===== src/rtl/xsync_chain.sv =====
// -----------------------------------------------------------------------------
// xsync_chain
//
// Purpose:
//   Behavioural model of a WIDTH-bit, STAGES-deep synchroniser with
//   metastability injection, used in place of a real synchroniser cell at a
//   clock-domain crossing when the netlist is instrumented for
//   X/metastability analysis.
//
//   Each bit carries a settle counter alongside its data in every stage.
//   A non-zero counter means the stage holds an unresolved value.
//   While the counter is non-zero, the next stage captures free random data
//   and inherits the counter minus one. An unresolved value therefore
//   ripples down the chain until it settles. If it is still unresolved in
//   the last stage, it escapes and is flagged on M.
//
// Optional feature (macro XSYNC_STATE_X_EN):
//   When defined, Q[i] is forced to X while M[i] is high, so escapes
//   propagate as X into downstream logic. M, T and the statistics counters
//   are identical in both builds.
//
// Ports:
//   CK         in   1               clock, rising edge
//   RS         in   1               asynchronous reset, active-low
//   D          in   WIDTH           data from the source domain
//   V          in   WIDTH           per-bit setup/hold violation at this edge
//   rD         in   WIDTH           free random data
//   rV         in   WIDTH           free random metastability enable per bit
//   rS         in   WIDTH*SETTLE_W  free random settle value per bit
//                                   (bit i uses [i*SETTLE_W +: SETTLE_W])
//   stats_clr  in   1               synchronous clear of statistics counters
//   Q          out  WIDTH           last-stage data
//   M          out  WIDTH           last-stage value unresolved (escape)
//   T          out  WIDTH           last-stage bit changed at latest edge
//   viol_cnt   out  CNT_W           edges with any V bit set (saturating)
//   esc_cnt    out  CNT_W           edges after which any M bit is set
//                                   (saturating)
// -----------------------------------------------------------------------------
module xsync_chain #(
  parameter int WIDTH      = 1,
  parameter int STAGES     = 2,
  parameter int SETTLE_W   = 3,
  parameter int MAX_SETTLE = 4,
  parameter int CNT_W      = 16
) (
  input  logic                         CK,
  input  logic                         RS,
  input  logic [WIDTH-1:0]             D,
  input  logic [WIDTH-1:0]             V,
  input  logic [WIDTH-1:0]             rD,
  input  logic [WIDTH-1:0]             rV,
  input  logic [WIDTH*SETTLE_W-1:0]    rS,
  input  logic                         stats_clr,
  output logic [WIDTH-1:0]             Q,
  output logic [WIDTH-1:0]             M,
  output logic [WIDTH-1:0]             T,
  output logic [CNT_W-1:0]             viol_cnt,
  output logic [CNT_W-1:0]             esc_cnt
);

  // Injected settle values above MAX_SETTLE are clamped to MAX_SETTLE.
  function automatic logic [SETTLE_W-1:0] clamp_settle(input logic [SETTLE_W-1:0] s);
    if (s > SETTLE_W'(MAX_SETTLE)) return SETTLE_W'(MAX_SETTLE);
    return s;
  endfunction

  // Saturating increment: the counter holds at all-ones and never wraps.
  function automatic logic [CNT_W-1:0] sat_inc(input logic [CNT_W-1:0] c);
    if (&c) return c;
    return c + CNT_W'(1);
  endfunction

  logic [STAGES-1:0][WIDTH-1:0]               r_data;
  logic [STAGES-1:0][WIDTH-1:0][SETTLE_W-1:0] r_cnt;
  logic [STAGES-1:0][WIDTH-1:0]               w_data_nxt;
  logic [STAGES-1:0][WIDTH-1:0][SETTLE_W-1:0] w_cnt_nxt;
  logic [WIDTH-1:0]                           r_t;
  logic [CNT_W-1:0]                           r_viol;
  logic [CNT_W-1:0]                           r_esc;
  logic [WIDTH-1:0]                           w_m;
  logic [WIDTH-1:0]                           w_m_nxt;

  // Next-state of the whole chain
  always_comb begin
    w_data_nxt = '0;
    w_cnt_nxt  = '0;
    // Stage 0: clean capture, clean random resolution, or injection.
    for (int i = 0; i < WIDTH; i++) begin
      if (!V[i]) begin
        w_data_nxt[0][i] = D[i];
        w_cnt_nxt[0][i]  = '0;
      end else begin
        w_data_nxt[0][i] = rD[i];
        w_cnt_nxt[0][i]  = rV[i] ? clamp_settle(rS[i*SETTLE_W +: SETTLE_W]) : '0;
      end
    end
    // Later stages: an unresolved predecessor hands on random data together
    // with one less cycle of remaining settle time. rD[i] is deliberately
    // shared by every stage capturing bit i at the same edge.
    for (int k = 1; k < STAGES; k++) begin
      for (int i = 0; i < WIDTH; i++) begin
        if (r_cnt[k-1][i] != '0) begin
          w_data_nxt[k][i] = rD[i];
          w_cnt_nxt[k][i]  = r_cnt[k-1][i] - SETTLE_W'(1);
        end else begin
          w_data_nxt[k][i] = r_data[k-1][i];
          w_cnt_nxt[k][i]  = '0;
        end
      end
    end
  end

  // Escape flags now (from state) and after the coming edge (from next-state).
  always_comb begin
    w_m     = '0;
    w_m_nxt = '0;
    for (int i = 0; i < WIDTH; i++) begin
      w_m[i]     = (r_cnt[STAGES-1][i] != '0);
      w_m_nxt[i] = (w_cnt_nxt[STAGES-1][i] != '0);
    end
  end

  always_ff @(posedge CK or negedge RS) begin
    if (!RS) begin
      r_data <= '0;
      r_cnt  <= '0;
      r_t    <= '0;
      r_viol <= '0;
      r_esc  <= '0;
    end else begin
      r_data <= w_data_nxt;
      r_cnt  <= w_cnt_nxt;
      r_t    <= w_data_nxt[STAGES-1] ^ r_data[STAGES-1];
      if (stats_clr) begin
        r_viol <= '0;
        r_esc  <= '0;
      end else begin
        if (|V)       r_viol <= sat_inc(r_viol);
        if (|w_m_nxt) r_esc  <= sat_inc(r_esc);
      end
    end
  end

`ifdef XSYNC_STATE_X_EN
  // Tie-X on escaped bits so the unresolved value poisons downstream logic.
  always_comb begin
    Q = '0;
    for (int i = 0; i < WIDTH; i++) begin
      Q[i] = w_m[i] ? 1'bx : r_data[STAGES-1][i];
    end
  end
`else
  assign Q = r_data[STAGES-1];
`endif

  assign M        = w_m;
  assign T        = r_t;
  assign viol_cnt = r_viol;
  assign esc_cnt  = r_esc;

endmodule

===== config.mk =====
export PLATFORM = sky130hd
export DESIGN_NAME = xsync_chain
export DESIGN_NICKNAME = d
export VERILOG_FILES = /design/src/rtl/xsync_chain.sv
export SDC_FILE = /design/constraint.sdc
export NUM_CORES = 1
export LEC_CHECK = 0
export ABC_CLOCK_PERIOD_IN_PS = 2200
export CAP_MARGIN = 20
export CORE_ASPECT_RATIO = 0.75
export CORE_MARGIN = 4
export CORE_UTILIZATION = 31
export DETAILED_ROUTE_END_ITERATION = 8
export PLACE_DENSITY_LB_ADDON = 0.08
export SLEW_MARGIN = 15
export SYNTH_ARGS = -nofsm -noshare
export SYNTH_HDL_FRONTEND = slang
export SYNTH_SLANG_ARGS = --single-unit

===== constraint.sdc =====
create_clock -name CK -period 2.2 [get_ports CK]
set_clock_uncertainty 0.2 [all_clocks]
set_input_delay 0.33 -clock CK [delete_from_list [all_inputs] [get_ports CK]]
set_output_delay 0.33 -clock CK [all_outputs]
set_load 0.02 [all_outputs]

# ---- Word level (Yosys, flattened, before mapping)
# Index checks and enable logic that the tools add are counted.
dict set report op_classes {
  add_sub_neg 3
  n_mul 0
  div 0
  order_cmp 1
  eq_ne 2
  n_shift 0
  n_mux 21
  n_bitwise 1
  reduce_logical 9
}
# cell count
set op_table {}
lappend op_table {{16-bit 2-to-1 mux} 6}
lappend op_table {{16-bit by 1-bit adder with 16-bit output, second input constant} 2}
lappend op_table {{16-bit AND reduction} 2}
lappend op_table {{3-bit 2-to-1 mux} 5}
lappend op_table {{1-bit 2-to-1 mux} 10}
lappend op_table {{3-bit nonzero test} 3}
lappend op_table {{3-bit != test, second input constant} 2}
lappend op_table {{2-bit AND reduction} 2}
lappend op_table {{2-bit nonzero test} 2}
lappend op_table {{3-bit > comparator, second input constant} 1}
lappend op_table {{3-bit by 1-bit subtractor with 3-bit output, second input constant} 1}
lappend op_table {{1-bit bitwise XOR} 1}
dict set report totals {
  reg_bits 41
  latchBits 0
  ramBits 0
  romBits 0
  input_bits 10
  output_inout_bits 35
  word_cells 44
  memories 0
}

# ---- Logic depth before layout (Yosys ltp)
dict set report depth {
  word_depth 8
  depth_mapped 9
  ltp_nobuf 8
}

# ---- Least setup slack after synthesis
# No wires, ideal clock.
dict set report synth_path {
  kind {register to register}
  startpoint {reg r_cnt[0] (netlist name)}
  endpoint {reg r_esc[13] (netlist: esc_cnt[13])}
  setup_time_ns 0.078
  arrival_time_ns 2.096
  t_required_ns 1.922
  path_slack_ns -0.174
  path_stages_with_launch 10
  n_path_buf 1
  synth_period_minus_slack_ns 2.374
  path_cell_list {dfrtp_1 > nor2_1 > inv_1 > ha_1 > nor2_1 > and3_1 > or4b_1 > buf_2 > or4_1 > a21oi_1}
}
# element line_no
set synth_rtl {}
lappend synth_rtl {{start, declared} 74} ;# logic [STAGES-1:0][WIDTH-1:0][SETTLE_W-1:0] r_cnt;
lappend synth_rtl {{start signal, assigned} 132} ;# r_cnt <= w_cnt_nxt;
lappend synth_rtl {{end signal, assigned} 139} ;# if (|w_m_nxt) r_esc <= sat_inc(r_esc);
lappend synth_rtl {{end, declared} 79} ;# logic [CNT_W-1:0] r_esc;

# ---- Worst setup path after layout
dict set report layout_path {
  startpoint {reg r_cnt[2] (netlist name)}
  endpoint {reg r_esc[9] (netlist: esc_cnt[9])}
}
dict set report layout_between {
  elab_chain_cells 5
  elab_cells_between_ends 6
  cone_classes {1 x add/sub; 1 x mux; 4 x reduce/logical}
}
# element line_no
set layout_lines {}
lappend layout_lines {{3-bit by 1-bit subtractor with 3-bit output / 3-bit nonzero test (equally long branches)} {104, 102}}
lappend layout_lines {{3-bit 2-to-1 mux *} 102} ;# if (r_cnt[k-1][i] != '0) begin
lappend layout_lines {{3-bit nonzero test *} 119} ;# w_m_nxt[i] = (w_cnt_nxt[STAGES-1][i] != '0);
lappend layout_lines {{2-bit nonzero test (no source line) *} -}
lappend layout_lines {{2-bit AND reduction (no source line) *} -}
# Every way passes the cells marked *; elsewhere a longest branch is shown, timed or not.
# A chain may end at the register's enable or synchronous reset.

==> out/metrics.yaml <==
row_count: 25
syn_to_final_growth_pct: 51.4
final_area_um2: 3140
combPwrFrac_pct: 12.8
drtPass1Iterations: 4
path_clk_slew_ns: 0.08
placeableCoreArea_um2: 6380
run_status: "complete, but fails checks"
max-slew-margin-rel_pct: 62.6
totalWireLength_mm: 5.59
drive_gt1_share_pct: 26.0
r2r_slack_ns: -0.11
routed_via_density: 5.05
synth_edf_count: 0
fp.dieW_um: 102
finalSetupViolCount: 3
finalHoldViolations: 0
synth_area_um2: 2070
io_buffers: 44
dp.final_hpwl_mm: 3.83
h-tree-depth: 2
grt_antenna_before_repair: 0
fin_crit_sh_pct: 105
intPower_w: 0.00125
topRoutingLayerUsed: "met4"
syn_inst: 211
met2_length_mm: 2.25
cts_tree: "done"
p_per_area_nw_per_um2: 518
num_vias: 1925
cts_sinks: 41
synth_warnings: 0
max_cap_violations: 0
grt_setup_unrepaired: "yes"
ys_types: 39
cts_root_buffer: "clkbuf_8"
syn_nets: 225
grt_first_pass_wirelength_mm: 9.16
ys.flop_type: "dfrtp_1"
critPathCaptureType: "flip-flop"
p_total_w: 0.00163
synth.area.top_cells: "dfrtp_1 (49%), xor2_1 (4.6%), nor2_1 (4.2%)"
worst_slack_ns: -0.109
cts_buffer_depth: 2
drv_slew: 0
fin_crit_ns: 2.31
async_flop_share_pct: 100
numCtsBuffers: 5
grt_start_max_net_pins: 42
max_freq_ghz: 0.433
ys_seq_elements: 41
yosysSeqAreaShare_pct: 49.5
yosys.area.top_type_share_pct: 49.5
clk_latency_ns: 0.29
irDropWorstVdd_uv: 335
routed-wl-met3_um: 299
p_leak_nw: 1.33
routedWlPerCell_um: 14.7
place_ws_ns: -0.233
wl_met1_mm: 2.96
violations: "setup timing"
synth_area_per_cell_um2: 9.83
worstSetupStartpointType: "flip-flop"
crit_fanout: 6
grt_pass1_vias: 1843
drt_iter0_drc: 91
hp-class: "flip-flop to flip-flop"
die-area_um2: 8070
tightest_slew_ns: 0.560
p_clk_share_pct: 39.0
required_ns: 2.22
grt_usage_pct: 14.4
layout.nets: 313
ios: 45
start_util_pct: 32.5
drtAntennaViolNets: 0
cp_data_arrival_time_ns: 2.33
fp.dieH_um: 78.8
tns_ns: -0.199
place_area_um2: 2870
switchingPower_w: 0.000378
diodes: 0
worstSetupPathType: "flip-flop to flip-flop"
globalplace.congestion: 0.726
grt.overflow.total: 0
drc_errors: 0
pwr-share-seq_pct: 48.2
p_sw_share_pct: 23.2
yosysTopAreaCell: "dfrtp_1"
cells by family (layout without fill, tap and decap cells):
kind of cell | Yosys count | after routing | synth area share (%)
simple gates | 100 | 100 | 26.9
xor+xnor | 15 | 15 | 6.34
flops | 41 | 41 | 49.5
compound gates | 34 | 34 | 10.0
mux | 5 | 5 | 2.59
fa+ha+maj | 4 | 4 | 2.41
buf+inv | 12 | 101 | 2.23
layer usage:
layer | vias up | GRT usage, %
met4 | 0 | 3.93
li1 | 942 | -
met3 | 8 | 3.86
met1 | 935 | 22.1
met5 | - | 0
met2 | 40 | 19.7
what timing repair did:
action | CTS | global route
buffers inserted | 4 | 3
pin swaps | 8 | 6
hold buffers | 1 | 0
hold endpoints to repair | 41 | 0
setup endpoints to repair | 5 | 14
gates resized for setup | 7 | 15
metrics by stage:
step / instances / hold slack (ns) / utilization [%]
finish: 381 / 0.259 / 49.2
CTS: 378 / 0.265 / 47.9
floorplan: 211 / -0.166 / -
global route: 381 / 0.296 / 49.2
detailed placement: 365 / 0.251 / 45.0
global placement: 365 / 0.246 / 45.0
synth_stat cells (2+ instances only):
master and number:
a21oi_1 14, or3b_2 2, o21ai_0 7, xnor2_1 4, nand2b_1 2, xor2_1 11
and3_1 7, or4_1 5, mux2i_1 2, nand2_1 11, nor3b_1 2, nor2_1 23
ha_1 4, nor3_1 4, clkbuf_1 6, nand3_1 15, inv_1 5, o31ai_1 5
nand4_1 9, and4_1 5, nor2b_1 2, mux2_2 3, or3_1 7, dfrtp_1 41
worst paths after layout:
kind / startpoint / endpoint / depth (start not counted)
max: r_cnt[2] / esc_cnt[9] / 6
min: Q / T / 1
max reg2reg: r_cnt[2] / esc_cnt[9] / 6
min reg2reg: Q / T / 1
max in group asynchronous: RS / r_cnt[2] / 3
min in group asynchronous: RS / viol_cnt[0] / 3
layout by cell type, fill, tap and decap left out, types with 2 or more instances in the layout:
cell	synthesis	routed
and4_1	5	5
nor2_1	23	22
inv_1	5	3
nor3_1	4	3
xnor2_1	4	4
dfrtp_1	41	40
nand4_1	9	9
nor3b_1	2	2
nand3_1	15	15
mux2i_1	2	2
o31ai_1	5	4
xor2_1	11	11
clkbuf_8	0	6
o21ai_0	7	7
a21oi_2	0	2
inv_2	0	2
clkdlybuf4s50_1	0	43
or4_1	5	2
nor2b_1	2	2
nand2b_4	0	2
or4_4	0	3
buf_4	0	40
nand2_1	11	11
or3_1	7	7
buf_6	0	2
mux2_2	3	3
and3_1	7	6
ha_1	4	2
a21oi_1	14	12
registers in the layout (all words and copies together), names as in the netlist:
name and count:
Q 1, r_cnt 6, esc_cnt 16, T 1, r_data 1, viol_cnt 16
power by group through the flow:
stage,logic (W),clock network [W],registers (W)
after floorplan,0.0000558,0,0.000819
after global placement,0.000187,0,0.000797
after detailed placement,0.000189,0,0.000797
after CTS,0.000200,0.000660,0.000783
after global routing,0.000227,0.000692,0.000786
final,0.000209,0.000634,0.000783
area by class of cell:
type	instances	area, µm²
clock buffers	7	86.3
clock inverters	1	30.0
flip-flops and latches	41	1030
repair buffers	88	788
fillers	624	3240
inverters	5	18.8
multi-input cells	158	1090
well taps	81	101
worst max-delay path, stage by stage, from the launching register on:
cell,delay (ns)
dfrtp_2,0.43
inv_2,0.05
ha_2,0.18
and3_4,0.17
or4b_4,0.53
or4_4,0.53
a21oi_2,0.14
(Power assumes the default switching activity.)
